File: config.mk
export PLATFORM = sky130hd
export DESIGN_NAME = keypad_scan_controller_flat
export DESIGN_NICKNAME = d
export VERILOG_FILES = /design/src/rtl/keypad_pkg.sv /design/src/rtl/keypad_if.sv /design/src/rtl/keypad_key_decode.sv /design/src/rtl/keypad_scan_controller.sv /design/src/flat_wrapper.sv
export SDC_FILE = /design/constraint.sdc
export NUM_CORES = 1
export LEC_CHECK = 0
export CORE_MARGIN = 2
export CORE_UTILIZATION = 55
export CTS_BUF_LIST = sky130_fd_sc_hd__clkbuf_2 sky130_fd_sc_hd__clkbuf_4 sky130_fd_sc_hd__clkbuf_8
export CTS_CLUSTER_SIZE = 40
export DETAILED_ROUTE_END_ITERATION = 10
export GPL_ROUTABILITY_DRIVEN = 0
export HOLD_SLACK_MARGIN = 0.08
export PLACE_DENSITY = 0.78
export SLEW_MARGIN = 20
export SYNTH_ARGS = -nofsm -noshare
export SYNTH_HDL_FRONTEND = slang
export SYNTH_HIERARCHICAL = 1
export SYNTH_SLANG_ARGS = --single-unit
File: constraint.sdc
create_clock -name clk -period 2.5 [get_ports clk]
set_clock_uncertainty 0.1 [all_clocks]
set_input_delay 0.25 -clock clk [delete_from_list [all_inputs] [get_ports clk]]
set_output_delay 0.25 -clock clk [all_outputs]
set_load 0.02 [all_outputs]
File: src/rtl/keypad_pkg.sv
// Shared types, constants and helpers for the 4x4 keypad scan path.
// Holds the key map so every block that needs (row, col) -> hex agrees.
package keypad_pkg;

    localparam int unsigned ROWS   = 4;
    localparam int unsigned COLS   = 4;
    localparam int unsigned IDX_W  = 2;
    localparam int unsigned CODE_W = 4;

    typedef enum logic [1:0] {
        SCAN       = 2'd0,
        DB_PRESS   = 2'd1,
        HELD       = 2'd2,
        DB_RELEASE = 2'd3
    } kp_state_e;

    typedef struct packed {
        logic [IDX_W-1:0] row;
        logic [IDX_W-1:0] col;
    } kp_pos_t;

    localparam logic [CODE_W-1:0] KEY_MAP [0:3][0:3] = '{
        '{4'h1, 4'h2, 4'h3, 4'hA},
        '{4'h4, 4'h5, 4'h6, 4'hB},
        '{4'h7, 4'h8, 4'h9, 4'hC},
        '{4'hE, 4'h0, 4'hF, 4'hD}
    };

    // Lowest-index closed (low) row wins when several rows are low together.
    function automatic logic [IDX_W-1:0] lowest_low_row(input logic [ROWS-1:0] row_n);
        logic [IDX_W-1:0] idx;
        idx = '0;
        for (int i = int'(ROWS) - 1; i >= 0; i--) begin
            if (!row_n[i]) idx = IDX_W'(i);
        end
        return idx;
    endfunction

    function automatic logic [COLS-1:0] col_drive(input logic [IDX_W-1:0] col);
        return ~(COLS'(1) << col);
    endfunction

endpackage

File: src/rtl/keypad_if.sv
// Keypad-side signal bundle: row sense in, column drive and key report out.
interface keypad_if;
    import keypad_pkg::*;

    logic [ROWS-1:0]   row_n;
    logic [COLS-1:0]   col_n;
    logic [CODE_W-1:0] key_code;
    logic              key_valid;
    logic              busy;

    modport master (
        input  row_n,
        output col_n,
        output key_code,
        output key_valid,
        output busy
    );

    modport slave (
        output row_n,
        input  col_n,
        input  key_code,
        input  key_valid,
        input  busy
    );

endinterface

File: src/rtl/keypad_key_decode.sv
// Combinational (row, col) -> hex key code lookup.
module keypad_key_decode
    import keypad_pkg::*;
(
    input  logic [IDX_W-1:0]  i_row_idx,
    input  logic [IDX_W-1:0]  i_col_idx,
    output logic [CODE_W-1:0] o_key_c
);

    assign o_key_c = KEY_MAP[i_row_idx][i_col_idx];

endmodule

File: src/rtl/keypad_scan_controller.sv
// 4x4 keypad scanner: rotates the column drive, freezes on a press, debounces
// press and release, and reports one key_valid pulse per keypress.
module keypad_scan_controller
    import keypad_pkg::*;
#(
    parameter int unsigned SCAN_DWELL      = 6_000,
    parameter int unsigned DEBOUNCE_CYCLES = 120_000
) (
    input  logic       clk,
    input  logic       reset,
    keypad_if.master   kp
);

    localparam int unsigned DWELL_W = (SCAN_DWELL > 1)      ? $clog2(SCAN_DWELL)      : 1;
    localparam int unsigned DB_W    = (DEBOUNCE_CYCLES > 1) ? $clog2(DEBOUNCE_CYCLES) : 1;
    localparam logic [DWELL_W-1:0] DWELL_LAST = DWELL_W'(SCAN_DWELL - 1);
    localparam logic [DB_W-1:0]    DB_LAST    = DB_W'(DEBOUNCE_CYCLES - 1);

    kp_state_e          r_state,     w_state_nxt;
    kp_pos_t            r_pos,       w_pos_nxt;
    logic [DWELL_W-1:0] r_dwell,     w_dwell_nxt;
    logic [DB_W-1:0]    r_db,        w_db_nxt;
    logic [CODE_W-1:0]  r_key_code,  w_key_code_nxt;
    logic               r_key_valid, w_key_valid_nxt;
    logic [COLS-1:0]    r_col_n;
    logic               r_busy;

    logic               w_row_closed;
    logic [IDX_W-1:0]   w_next_col;
    logic [CODE_W-1:0]  w_key_c;

    keypad_key_decode u_decode (
        .i_row_idx (r_pos.row),
        .i_col_idx (r_pos.col),
        .o_key_c   (w_key_c)
    );

    assign w_row_closed = ~kp.row_n[r_pos.row];
    assign w_next_col   = IDX_W'(r_pos.col + IDX_W'(1));

    // Next-state, counters and report for the scan/debounce sequencer.
    always_comb begin
        w_state_nxt     = r_state;
        w_pos_nxt       = r_pos;
        w_dwell_nxt     = r_dwell;
        w_db_nxt        = r_db;
        w_key_code_nxt  = r_key_code;
        w_key_valid_nxt = 1'b0;

        unique case (r_state)
            SCAN: begin
                if (r_dwell == DWELL_LAST) begin
                    w_dwell_nxt = '0;
                    if (kp.row_n == '1) begin
                        w_pos_nxt.col = w_next_col;
                    end else begin
                        w_pos_nxt.row = lowest_low_row(kp.row_n);
                        w_db_nxt      = '0;
                        w_state_nxt   = DB_PRESS;
                    end
                end else begin
                    w_dwell_nxt = r_dwell + DWELL_W'(1);
                end
            end
            DB_PRESS: begin
                if (!w_row_closed) begin
                    w_state_nxt = SCAN;
                    w_dwell_nxt = '0;
                    w_db_nxt    = '0;
                end else if (r_db == DB_LAST) begin
                    w_key_valid_nxt = 1'b1;
                    w_key_code_nxt  = w_key_c;
                    w_db_nxt        = '0;
                    w_state_nxt     = HELD;
                end else begin
                    w_db_nxt = r_db + DB_W'(1);
                end
            end
            HELD: begin
                if (!w_row_closed) begin
                    w_db_nxt    = '0;
                    w_state_nxt = DB_RELEASE;
                end
            end
            DB_RELEASE: begin
                if (w_row_closed) begin
                    w_db_nxt    = '0;
                    w_state_nxt = HELD;
                end else if (r_db == DB_LAST) begin
                    w_pos_nxt.col = w_next_col;
                    w_dwell_nxt   = '0;
                    w_db_nxt      = '0;
                    w_state_nxt   = SCAN;
                end else begin
                    w_db_nxt = r_db + DB_W'(1);
                end
            end
            default: begin
                w_state_nxt = SCAN;
            end
        endcase
    end

    // State and output registers; column drive and busy follow the next state.
    always_ff @(posedge clk) begin
        if (reset) begin
            r_state     <= SCAN;
            r_pos       <= '0;
            r_dwell     <= '0;
            r_db        <= '0;
            r_key_code  <= '0;
            r_key_valid <= 1'b0;
            r_col_n     <= col_drive(IDX_W'(0));
            r_busy      <= 1'b0;
        end else begin
            r_state     <= w_state_nxt;
            r_pos       <= w_pos_nxt;
            r_dwell     <= w_dwell_nxt;
            r_db        <= w_db_nxt;
            r_key_code  <= w_key_code_nxt;
            r_key_valid <= w_key_valid_nxt;
            r_col_n     <= col_drive(w_pos_nxt.col);
            r_busy      <= (w_state_nxt != SCAN);
        end
    end

    assign kp.col_n     = r_col_n;
    assign kp.key_code  = r_key_code;
    assign kp.key_valid = r_key_valid;
    assign kp.busy      = r_busy;

endmodule
File: src/flat_wrapper.sv
// flat-port wrapper written by rule: the top's interface ports become plain ports
module keypad_scan_controller_flat import keypad_pkg::*;
#(
    parameter int unsigned SCAN_DWELL      = 6_000,
    parameter int unsigned DEBOUNCE_CYCLES = 120_000
)
  (clk, reset, kp_row_n, kp_col_n, kp_key_code, kp_key_valid, kp_busy);
  keypad_if kp_i ();
  input  logic clk;
  input  logic reset;
  input wire logic [$bits(kp_i.row_n)-1:0] kp_row_n;
  output wire logic [$bits(kp_i.col_n)-1:0] kp_col_n;
  output wire logic [$bits(kp_i.key_code)-1:0] kp_key_code;
  output wire logic [$bits(kp_i.key_valid)-1:0] kp_key_valid;
  output wire logic [$bits(kp_i.busy)-1:0] kp_busy;
  assign kp_i.row_n = kp_row_n;
  assign kp_col_n = kp_i.col_n;
  assign kp_key_code = kp_i.key_code;
  assign kp_key_valid = kp_i.key_valid;
  assign kp_busy = kp_i.busy;
  keypad_scan_controller #(.SCAN_DWELL(SCAN_DWELL), .DEBOUNCE_CYCLES(DEBOUNCE_CYCLES)) u_core (.clk(clk), .reset(reset), .kp(kp_i));
endmodule
==> qor.txt <==
CTS
-------------------------------------------------------------------------------------
Clock transition at the registers of the reported paths                         80 ps
Clock sink total                                                                   46
Worst-skew pair later-pin latency                                              290 ps
Number of buffers inserted to repair setup after CTS                                0
Count of H-tree levels built during CTS                                             2
Clock tree from TritonCTS                                                       built
Max Root-Sink Buffers                                                               2
Number of clock buffers inserted by TritonCTS                                       5
Post-CTS Hold Fix Bufs                                                              0
Clock root buffer master                                                     clkbuf_8

TIMING
-------------------------------------------------------------------------------------
Max-slew violation total from the final report                                      0
Worst slew pin tran                                                            418 ps
Period utilization                                                              99.1%
Setup repair after global routing missed its margin                               yes
Final min period                                                              2480 ps
Number of setup violations in the final report                                      0
Remaining max-slew budget at the tightest pin                                   72.1%
Maximum clock frequency                                                       403 MHz
Setup TNS                                                                        0 ps
Final hold violation count                                                          0

DRT
-------------------------------------------------------------------------------------
Drc violations                                                                      0
Detailed-routing iteration count for the pre-antenna-repair pass                    4
Routed WL per cell                                                            13.5 µm
Post-DR vias/cell                                                                5.73
Remaining number of nets flagged by the antenna check after routing                 0
DRT Wirelength                                                                4960 µm
Vias after detailed routing                                                      2104
Number of DRC markers after the initial detailed-route iteration                  121

LOGIC SYNTHESIS
-------------------------------------------------------------------------------------
Number of synthesized flops with an enable pin                                      0
Synth top area cells                                                     dfxtp_1 38%, xor2_1 7.7%, nor2_1 6.7%, nand4_1 3.9%, and3_1 3.7%
Syn Inst Count                                                                    276
Synthesized area per cell                                                    8.68 µm²
Share of the yosys chip area belonging to registers                             38.4%
Post-Syn Nets                                                                     289
Number of register bits inferred by synthesis                                      46
Share of synthesized registers carrying an async set or reset                      0%
Synth Flop Type                                                               dfxtp_1
Warning count from the yosys run                                                    6
Top cell type by total area after synthesis                                   dfxtp_1
Number of distinct library cells after synthesis                                   51
Netlist area before placement                                             0.00240 mm²
Post-synth top area share                                                       38.4%

WORST SETUP PATH
-------------------------------------------------------------------------------------
Critical path required time                                                   2570 ps
Startpoint-to-endpoint class of the critical path                        flop to flop
FF-to-FF Start                                                           u_core/r_db[13]$_SDFFE_PP0P_
Critical path endpoint category                                                  flop
Max FO, Critical Path                                                               5
Origin of the worst setup path                                           u_core/r_db[13]$_SDFFE_PP0P_
CP Launch Type                                                                   flop
Signal arrival time at the worst endpoint                                     2550 ps

FLOORPLAN
-------------------------------------------------------------------------------------
Die area                                                                  0.00490 mm²
Die Wd                                                                        70.0 µm
I/O pins                                                                           16
Cell Rows                                                                          24
Die Y-Extent                                                                  70.0 µm
Area of the core                                                          0.00426 mm²
Initial cell density of the core                                                56.2%

FINAL LAYOUT
-------------------------------------------------------------------------------------
Number of diodes                                                                    0
Post-synthesis to final-layout area growth                                      21.1%
Most frequent standard cell in the layout excluding fill and tap cells         nor2_1
Number of inserted filler cells in the final layout                               349
Highest-count cells in the layout ignoring fill and taps                 43 x nor2_1, 42 x dfxtp_1, 26 x buf_4
Share of post-route cells with drive strength above 1                           17.1%
Net count, final                                                                  328

GRT
-------------------------------------------------------------------------------------
Grt ovf                                                                             0
Pin count of the biggest net entering global routing                               14
Vias in the first global route                                                   1961
Number of antenna violations at the first check in global routing                   0
Total routing resource utilization after global routing                         21.0%
Wire length of the first global-routing pass                                  8470 µm

POWER
-------------------------------------------------------------------------------------
P per Cell Area                                                            423 mW/mm²
Largest voltage drop on the vdd net                                          0.264 mV
Overall Power                                                                 1.23 mW
Standby leakage power                                                         1.18 nW

PLACED DESIGN
-------------------------------------------------------------------------------------
PortBufs                                                                           15
HPWL after detailed placement                                                 3630 µm

RUN STATUS
-------------------------------------------------------------------------------------
Result of the run                                                        finished, final reports clean

MIN PATH
-------------------------------------------------------------------------------------
Worst hold-check path type                                               flop to flop
Hold Path Origin                                                         u_core/kp.key_code[1]$_SDFFE_PP0P_

RUN
-------------------------------------------------------------------------------------
Max-cap violations                                                                  0

==> worst max-delay path: stages (launching register included) <==
cell and delay (ps):
dfxtp_2 320, or4bb_4 550, nor4_4 320, nand3_2 120, mux2_4 310, a222oi_1 340
buf_4 190, a41oi_2 100
==> cells by family (layout without fill, tap and decap cells) <==
group	count (synthesis)	count (layout)	share of synthesized area, %
AND/OR/NAND/NOR	134	134	30.4
flip-flops	46	46	38.4
AO/OA/AOI/OAI	40	40	11.4
XOR/XNOR	24	24	8.77
buffers and inverters	15	54	2.51
multiplexers	10	10	4.80
adder cells (fa/ha/maj)	7	7	3.66
==> cell usage after synthesis, drive strengths merged (5+ instances only) <==
| cell type | instances |
|---|---|
| clkbuf | 6 |
| ha | 7 |
| mux2i | 7 |
| nor2 | 43 |
| nor3 | 6 |
| nor2b | 6 |
| and3 | 14 |
| nand2 | 13 |
| inv | 5 |
| nand3 | 17 |
| nand4 | 15 |
| dfxtp | 46 |
| a21oi | 8 |
| xor2 | 21 |
| o21ai | 11 |
==> power breakdown <==
group | leakage [nW] | total (mW) | internal (mW) | switching (mW)
Combinational | 0.758 | 0.0464 | 0.0228 | 0.0236
Sequential | 0.373 | 0.740 | 0.736 | 0.00393
Clock | 0.0452 | 0.441 | 0.214 | 0.227
==> sequential cells by signal (all words and copies together), names as in the netlist <==
register	count
u_core/kp.busy	1
u_core/kp.key_code	4
u_core/r_dwell	13
u_core/kp.col_n	4
u_core/r_db	17
u_core/kp.key_valid	1
u_core/r_pos	4
u_core/r_state	2
==> layer usage <==
layer	global-route usage [%]	wire, µm
met5	0	0
met4	9.19	68
met3	5.05	141
met2	34.5	2420
met1	26.3	2330
==> final timing paths <==
check,cells past startpoint,slack [ps],to
min,2,410,u_core/kp.key_code[1]$_SDFFE_PP0P_
max reg2reg,7,20,u_core/kp.col_n[0]$_SDFF_PP0_
min reg2reg,2,410,u_core/kp.key_code[1]$_SDFFE_PP0P_
max,7,20,u_core/kp.col_n[0]$_SDFF_PP0_
==> per-stage QoR <==
step / utilization, % / hold WS [ps] / setup slack [ps] / cell area, µm² / cells
after floorplan: - / 304 / 1.46 / 2400 / 276
after global placement: 65.0 / 375 / 60.9 / 2770 / 360
after detailed placement: 65.0 / 393 / -2.13 / 2770 / 360
after CTS: 67.1 / 415 / 15.0 / 2860 / 367
after global routing: 68.0 / 432 / -99.3 / 2900 / 367
final: 68.0 / 412 / 21.4 / 2900 / 367
==> final cells by class <==
type	instances	area [µm²]	share of cell area, %
clock buffers	7	83.8	2.89
flip-flops and latches	46	926	31.9
well taps	52	65.1	2.24
inverters	5	18.8	0.647
multi-input cells	215	1450	50.0
repair buffers	42	357	12.3
==> repair_timing <==
item | 4_1_cts | 5_1_grt
pin swaps | 0 | 7
resized for setup | 1 | 15
setup endpoints to repair | 1 | 28
No activity file was read; power rests on OpenSTA's default activity.
